**src/rtl/serial_adder_pkg.sv**
```systemverilog
// Shared types and sizing helpers for the bit-serial adder controller.
package serial_adder_pkg;

  typedef enum logic [1:0] {
    StIdle = 2'b00,
    StRun  = 2'b01,
    StDone = 2'b10
  } state_e;

  // Bit-counter width; a one-bit operand still needs a one-bit counter.
  function automatic int unsigned cnt_width(input int unsigned width);
    return (width > 1) ? $clog2(width) : 1;
  endfunction

endpackage

```
**src/rtl/full_adder.sv**
```systemverilog
// Gate-level one-bit full adder.
module full_adder (
  input  logic a,
  input  logic b,
  input  logic cin,
  output logic sum,
  output logic co
);

  logic axb;

  assign axb = a ^ b;
  assign sum = axb ^ cin;
  assign co  = (a & b) | (axb & cin);

endmodule

```
**src/rtl/serial_adder_ctrl.sv**
```systemverilog
// Bit-serial adder: one full-adder cell sequenced over WIDTH cycles, LSB first,
// with a registered sum/carry-out and a one-cycle done pulse.
module serial_adder_ctrl
  import serial_adder_pkg::*;
#(
  parameter int unsigned WIDTH = 8
) (
  input  logic             clk,
  input  logic             rst,
  input  logic             start,
  input  logic [WIDTH-1:0] a,
  input  logic [WIDTH-1:0] b,
  input  logic             cin,
  output logic             busy,
  output logic             done,
  output logic [WIDTH-1:0] sum,
  output logic             cout
);

  localparam int unsigned CntW = cnt_width(WIDTH);

  state_e           state_q, state_d;
  logic [WIDTH-1:0] ra_q, ra_d;
  logic [WIDTH-1:0] rb_q, rb_d;
  logic [WIDTH-1:0] ra_next;
  logic [WIDTH-1:0] sum_q, sum_d;
  logic             carry_q, carry_d;
  logic             cout_q, cout_d;
  logic [CntW-1:0]  cnt_q, cnt_d;
  logic             fa_s, fa_co;
  logic             last_bit;

  full_adder u_fa (
    .a   (ra_q[0]),
    .b   (rb_q[0]),
    .cin (carry_q),
    .sum (fa_s),
    .co  (fa_co)
  );

  // Operand A doubles as the sum accumulator: each sum bit enters at the MSB
  // as the consumed operand bit leaves at the LSB.
  if (WIDTH == 1) begin : g_acc_one
    assign ra_next = fa_s;
  end else begin : g_acc_wide
    assign ra_next = {fa_s, ra_q[WIDTH-1:1]};
  end

  assign last_bit = (cnt_q == CntW'(WIDTH - 1));

  always_comb begin
    state_d = state_q;
    ra_d    = ra_q;
    rb_d    = rb_q;
    carry_d = carry_q;
    cnt_d   = cnt_q;
    sum_d   = sum_q;
    cout_d  = cout_q;
    unique case (state_q)
      StIdle, StDone: begin
        if (start) begin
          ra_d    = a;
          rb_d    = b;
          carry_d = cin;
          cnt_d   = '0;
          state_d = StRun;
        end else begin
          state_d = StIdle;
        end
      end
      StRun: begin
        ra_d    = ra_next;
        rb_d    = rb_q >> 1;
        carry_d = fa_co;
        cnt_d   = cnt_q + CntW'(1);
        if (last_bit) begin
          sum_d   = ra_next;
          cout_d  = fa_co;
          state_d = StDone;
        end
      end
      default: state_d = StIdle;
    endcase
  end

  always_ff @(posedge clk or posedge rst) begin
    if (rst) begin
      state_q <= StIdle;
      ra_q    <= '0;
      rb_q    <= '0;
      carry_q <= 1'b0;
      cnt_q   <= '0;
      sum_q   <= '0;
      cout_q  <= 1'b0;
    end else begin
      state_q <= state_d;
      ra_q    <= ra_d;
      rb_q    <= rb_d;
      carry_q <= carry_d;
      cnt_q   <= cnt_d;
      sum_q   <= sum_d;
      cout_q  <= cout_d;
    end
  end

  assign busy = (state_q == StRun);
  assign done = (state_q == StDone);
  assign sum  = sum_q;
  assign cout = cout_q;

endmodule

```
**config.mk**
```make
export PLATFORM = sky130hd
export DESIGN_NAME = serial_adder_ctrl
export DESIGN_NICKNAME = d
export VERILOG_FILES = /design/src/rtl/serial_adder_pkg.sv /design/src/rtl/full_adder.sv /design/src/rtl/serial_adder_ctrl.sv
export SDC_FILE = /design/constraint.sdc
export NUM_CORES = 1
export LEC_CHECK = 0
export BUFFER_PORTS_ARGS = -buffer_cell sky130_fd_sc_hd__buf_2
export CAP_MARGIN = 20
export CORE_MARGIN = 5
export CORE_UTILIZATION = 55
export CTS_BUF_LIST = sky130_fd_sc_hd__clkbuf_2
export DETAILED_ROUTE_END_ITERATION = 8
export PLACE_DENSITY = 0.85
export SETUP_SLACK_MARGIN = 0.15
export SYNTH_ARGS = -nofsm -noshare
export SYNTH_HDL_FRONTEND = slang
export SYNTH_SLANG_ARGS = --single-unit
export TNS_END_PERCENT = 50
```
**constraint.sdc**
```tcl
create_clock -name clk -period 2.8 [get_ports clk]
set_input_delay 0.56 -clock clk [delete_from_list [all_inputs] [get_ports clk]]
set_output_delay 0.56 -clock clk [all_outputs]
set_load 0.01 [all_outputs]
```
==> results of run 1 <==
stage by stage:
stage           util  total power [W]  hold WS, ns  cells
6_report       0.651          0.00185        0.249    181
5_1_grt        0.651          0.00202        0.277    181
4_1_cts        0.651          0.00187        0.239    181
3_5_place_dp   0.636          0.00167        0.495    173
3_3_place_gp   0.636          0.00162        0.482    173
2_1_floorplan      -          0.00148        0.466    119
worst max-delay path: stages, from the launching register on:
cell,delay [ns]
dfrtp_1,0.60
nand2b_4,0.22
inv_8,0.18
buf_2,0.15
path summary, 6_finish.rpt:
check,from,to,cells after the start
worst max-delay path,state_q[0],busy,3
max in group asynchronous,rst,rb_q[7],3
min in group clk,b[6],rb_q[6],3
worst max register to register,state_q[0],sum[5],4
worst min register to register,cnt_q[0],cnt_q[0],1
worst min-delay path,rst,ra_q[2],3
where the power goes:
group	internal (W)	total [W]	switching, W	leakage [nW]
clock	0.0000600	0.000199	0.000139	0.0281
combinational	0.000415	0.000811	0.000395	0.385
sequential	0.000670	0.000841	0.000171	0.370
total	0.00115	0.00185	0.000706	0.783
per-layer routing:
| metal | global-route usage | vias up |
|---|---|---|
| li1 | - | 495 |
| met1 | 0.209 | 496 |
| met2 | 0.287 | 23 |
| met3 | 0.0532 | 9 |
| met4 | 0.0929 | 0 |
| met5 | 0 | - |
cells in the final DEF (no fill, tap or decap):
cell,netlist,final
a22oi_1,2,2
nand3_1,4,4
buf_4,2,2
nor3_1,11,11
o22ai_1,11,11
nor2b_1,4,4
mux2_2,1,1
ha_1,2,2
a211oi_1,2,2
a22o_1,2,2
clkinv_1,0,2
a21oi_1,2,2
clkbuf_2,0,6
mux2i_1,3,3
nand2_1,2,2
dfrtp_1,31,31
inv_1,2,2
nor2_1,13,13
inv_8,1,1
mux2_4,9,9
o21ai_0,3,3
buf_2,4,30
a221o_1,1,1
fa_1,1,1
and3b_1,1,1
nand2_8,1,1
nand2b_1,1,1
nand2b_4,1,1
state kept, by name (all words and copies together) (netlist names):
signal   count
sum          8
ra_q         8
cout         1
state_q      2
cnt_q        3
carry_q      1
rb_q         8
final cells by class:
type / count / area (um^2) / area share
sequential: 31 / 776 / 0.481
multi-input combinational: 77 / 578 / 0.358
timing repair buffer: 32 / 165 / 0.102
tap: 30 / 37.5 / 0.0233
clock buffer: 6 / 30.0 / 0.0186
inverter: 3 / 18.8 / 0.0116
clock inverter: 2 / 7.51 / 0.00465
cell families after synthesis:
group | Yosys count
multiplexers | 13
adder cells (fa/ha/maj) | 3
AO/OA/AOI/OAI | 23
AND/OR/NAND/NOR | 38
buffers and inverters | 11
flip-flops | 31
==> impl_metrics.ini, run 1 <==
[detailed_routing]
viasPerCell = 5.65
ant_nets = 0
post_drt_wl_per_cell_um = 14.9
wl_met1_mm = 1.18
num_vias = 1023
dr_wl_met2_mm = 1.29
remaining_drc_errors = 0
drt_iter0_drc = 24
wl_met3_um = 155
maxUsedRoutingLayer = met4
drt-total-wl_mm = 2.70
first_pass_iters = 4

[global_route]
overflow = 0
grt_pass1_wl_mm = 4.71
grt_pass1_vias = 1059
antenna_found_initial = 0
grt_use_total = 0.176
grt_max_degree = 32

[synthesis]
async_flop_share = 1.00
ys_seq_area_frac = 0.542
synth_simple_gate_area_frac = 0.143
synth_xor_area_frac = 0
synth.top_cell.area_share = 0.542
synth-main-ff-cell = dfrtp_1
synth_compound_area_frac = 0.106
synth_seq_cells = 31
synth_top_area_cell = dfrtp_1
netlist_area_um2 = 1430
synthTopCellsByCount = dfrtp_1 (31), nor2_1 (13), nor3_1 (11), o22ai_1 (11), mux2_4 (9)
yosys_warnings = 0
synth_nets = 142
ys_types = 27
yosys-top-cells-area = dfrtp_1 (54%), mux2_4 (9.4%), o22ai_1 (4.8%), nor3_1 (3.8%), nor2_1 (3.4%)
synth_top_family_by_area = simple AND/OR/NAND/NOR gates
yosysMostFrequentCell = dfrtp_1
synthMuxAreaShare = 0.123
synth_edf_count = 0
synth_adder_area_share = 0.0315
avgSynthCellArea_um2 = 12.0
synthCells = 119

[floorplan]
die_w_um = 61.0
ios = 31
core_um2 = 2480
fp.dieH_um = 61.0
start_util = 0.577
num_rows = 18
dieArea_um2 = 3720

[timing]
rsz0062_at_grt = no
min_period_ns = 2.07
layout_setup_ws_ns = 0.727
hold_viol = 0
setup_tns_ns = 0
max_freq_mhz = 482
setup_violations = 0
relSlewSlack = 0.641
worst_slew_pin_slew_ns = 0.539
finalClockSkew_ns = 0.0116
slew_viol_final = 0
fin_crit_sh = 0.740

[power_and_ir_drop]
irDropWorstVdd_v = 0.000771
power.leakage_nw = 0.783
cellPowerDensity_nw_per_um2 = 1150

[cts]
cts-root-buf = clkbuf_2
ctsResizeCount = 0
cts.sinks = 31
cts_htree_levels = 2
cts_setup_buffers = 0
cts_inserted_buffers = 5
cts_buffer_depth = 2
clkLatencyLatePin_ns = 0.36
cts_tree = built
path_clk_slew_ns = 0.14
cts_hold_buf = 0

[worst_setup_path]
setup.worst_path.end_class = primary output
r2r_slack_ns = 1.26
critPathArrivalTime_ns = 1.51
crit_fanout = 18
required_ns = 2.24
crit_type = reg2out
crit_path_start_kind = register

[finish]
drive_gt1_frac = 0.338
nNetsFinal = 173
fill_cells = 206
area_growth_syn_to_layout_pct = 12.8
antenna_cells = 0
stdcell_area_um2 = 1610

[place]
dp_slack_ns = 1.15
place_hpwl_mm = 1.96
io_buffers = 30
placed_area_um2 = 1580
routabilityCongestion = 0.705

[worst_hold_path]
hp-class = in2async

[status]
status = finished, final reports clean

[job]
maxCapViolCount = 0
Power figures use the tool's default switching activity.
==> inputs of run 2 (changes only) <==
Settings changed: CORE_UTILIZATION 55 to 50, PLACE_DENSITY 0.85 to 0.81.
Clock period 2.8 ns to 1.81 ns, I/O delays scaled along.
==> run 2 against run 1 <==
Net effect:
- register-to-register slack worse by 0.94 ns
- critical endpoint unchanged
- highest routed layer unchanged
- clock power up 58%
- hold slack worse by 0.23 ns
- via count up 3.9%
- non-clock buffer count up 8
- routed wire length up 9.8%
- first-iteration DRC count up 100%
- largest power group is now combinational logic
- global-route usage down 2.1 points
- cell count up 4.4%
- clock-buffer cell count down 1
- critical path type unchanged
- power up 62%
- setup slack worse by 0.55 ns
==> impl_metrics.ini, run 2 (synthesized netlist as in run 1, its figures left out) <==
[status]
status = finished, final reports clean

[floorplan]
num_rows = 19
ios = 31
die_w_um = 63.5
fp.dieH_um = 63.5
start_util = 0.519
core_um2 = 2760
dieArea_um2 = 4030

[worst_setup_path]
required_ns = 1.45
reg2reg_from = state_q[0]
r2r_end = rb_q[3]
crit_path_start_kind = register
critPathArrivalTime_ns = 1.27
r2r_slack_ns = 0.32
setup.worst_path.end_class = primary output
cp-endpoint = busy
rr_worst_depth = 4
crit_fanout = 18
startpoint = state_q[0]
crit_type = reg2out

[detailed_routing]
drt_iter0_drc = 49
num_vias = 1063
viasPerCell = 5.62
remaining_drc_errors = 0
post_drt_wl_per_cell_um = 15.7
first_pass_iters = 4
ant_nets = 0
drt-total-wl_mm = 2.96

[global_route]
overflow = 0
antenna_found_initial = 0
grt_use_total = 0.155
grt_max_degree = 32
grt_pass1_wl_mm = 4.88
grt_pass1_vias = 1143

[finish]
drive_gt1_frac = 0.386
multiInputGateArea_um2 = 578
nNetsFinal = 181
antenna_cells = 0
area_growth_syn_to_layout_pct = 17.3
layout_commonest_cell = buf_2
fill_cells = 217
regArea_um2 = 778
layout_common_cells = buf_2 (30), dfrtp_1 (29), nor2_1 (13)

[place]
routabilityCongestion = 0.761
place_hpwl_mm = 1.99
io_buffers = 30

[cts]
path_clk_slew_ns = 0.15
cts_tree = built
clkLatencyLatePin_ns = 0.38
cts_buffer_depth = 2
cts_inserted_buffers = 5
cts_hold_buf = 0
cts_htree_levels = 2
cts.sinks = 31
cts-root-buf = clkbuf_2

[power_and_ir_drop]
irDropWorstVdd_v = 0.00110
power.leakage_nw = 0.818
cellPowerDensity_nw_per_um2 = 1790
p_total_w = 0.00300

[timing]
setup_tns_ns = 0
rsz0062_at_grt = no
setup_violations = 0
worst_slew_pin_slew_ns = 0.551
min_period_ns = 1.63
max_freq_mhz = 614
finalClockSkew_ns = 0.0146
relSlewSlack = 0.633
whs_ns = 0.0170
fin_crit_sh = 0.900
slew_viol_final = 0
hold_viol = 0

[job]
maxCapViolCount = 0

[worst_hold_path]
hp-class = in2async
==> run 2: changes by cell type in the layout (fill, tap and decap cells not counted) <==
cell and delta:
buf_4 +8, dfrtp_1 -2, dfrtp_2 +2, clkbuf_2 -1, clkinv_1 -1, clkinv_2 +1
clkinv_8 +1, inv_8 -1
==> run 2: area by class of cell <==
| class | count | share of cell area |
|---|---|---|
| sequential | 31 | 0.464 |
| inverter | 3 | 0.0142 |
| tap | 31 | 0.0231 |
| clock buffer | 5 | 0.0149 |
| clock inverter | 2 | 0.00522 |
| multi-input combinational | 77 | 0.345 |
| timing repair buffer | 40 | 0.134 |
==> run 2: repair_timing <==
action | CTS | global route
endpoints found under the setup margin | 1 | 1
gates resized for setup | 2 | 1
buffers inserted | 3 | 5
==> run 2: worst max-delay path, stage by stage, from the launching register on <==
cell and delay (ns):
dfrtp_2 0.50, nand2b_4 0.13, clkinv_8 0.10, buf_2 0.15
==> run 2: worst min path at each step <==
stage | endpoint | from | slack (ns)
after CTS | sum[0] | rst | 0.03
after global routing | sum[2] | rst | 0.06
after detailed placement | sum[1] | rst | 0.46
final | sum[2] | rst | 0.02
after global placement | sum[3] | rst | 0.45
after floorplan | carry_q | rst | 0.47
==> run 2: per-layer routing <==
layer | share of wire | wire, um | track usage
met5 | 0 | 0 | 0
met4 | 0.027 | 79 | 0.0935
met3 | 0.045 | 133 | 0.0444
met2 | 0.52 | 1540 | 0.247
met1 | 0.41 | 1210 | 0.183
==> run 2: report_power, final <==
part / leakage (nW) / switching (W) / internal (W)
registers: 0.368 / 0.000255 / 0.00104
logic: 0.425 / 0.000660 / 0.000728
clock network: 0.0262 / 0.000233 / 0.0000813
==> run 2: stage by stage <==
| step | utilization | worst slack, ns | cell area (um^2) | instances |
|---|---|---|---|---|
| finish | 0.608 | 0.181 | 1680 | 189 |
| global placement | 0.572 | 0.358 | 1580 | 174 |
| detailed placement | 0.572 | 0.310 | 1580 | 174 |
| CTS | 0.593 | 0.155 | 1640 | 184 |
| global route | 0.608 | 0.141 | 1680 | 189 |
| floorplan | - | 0.459 | 1430 | 119 |
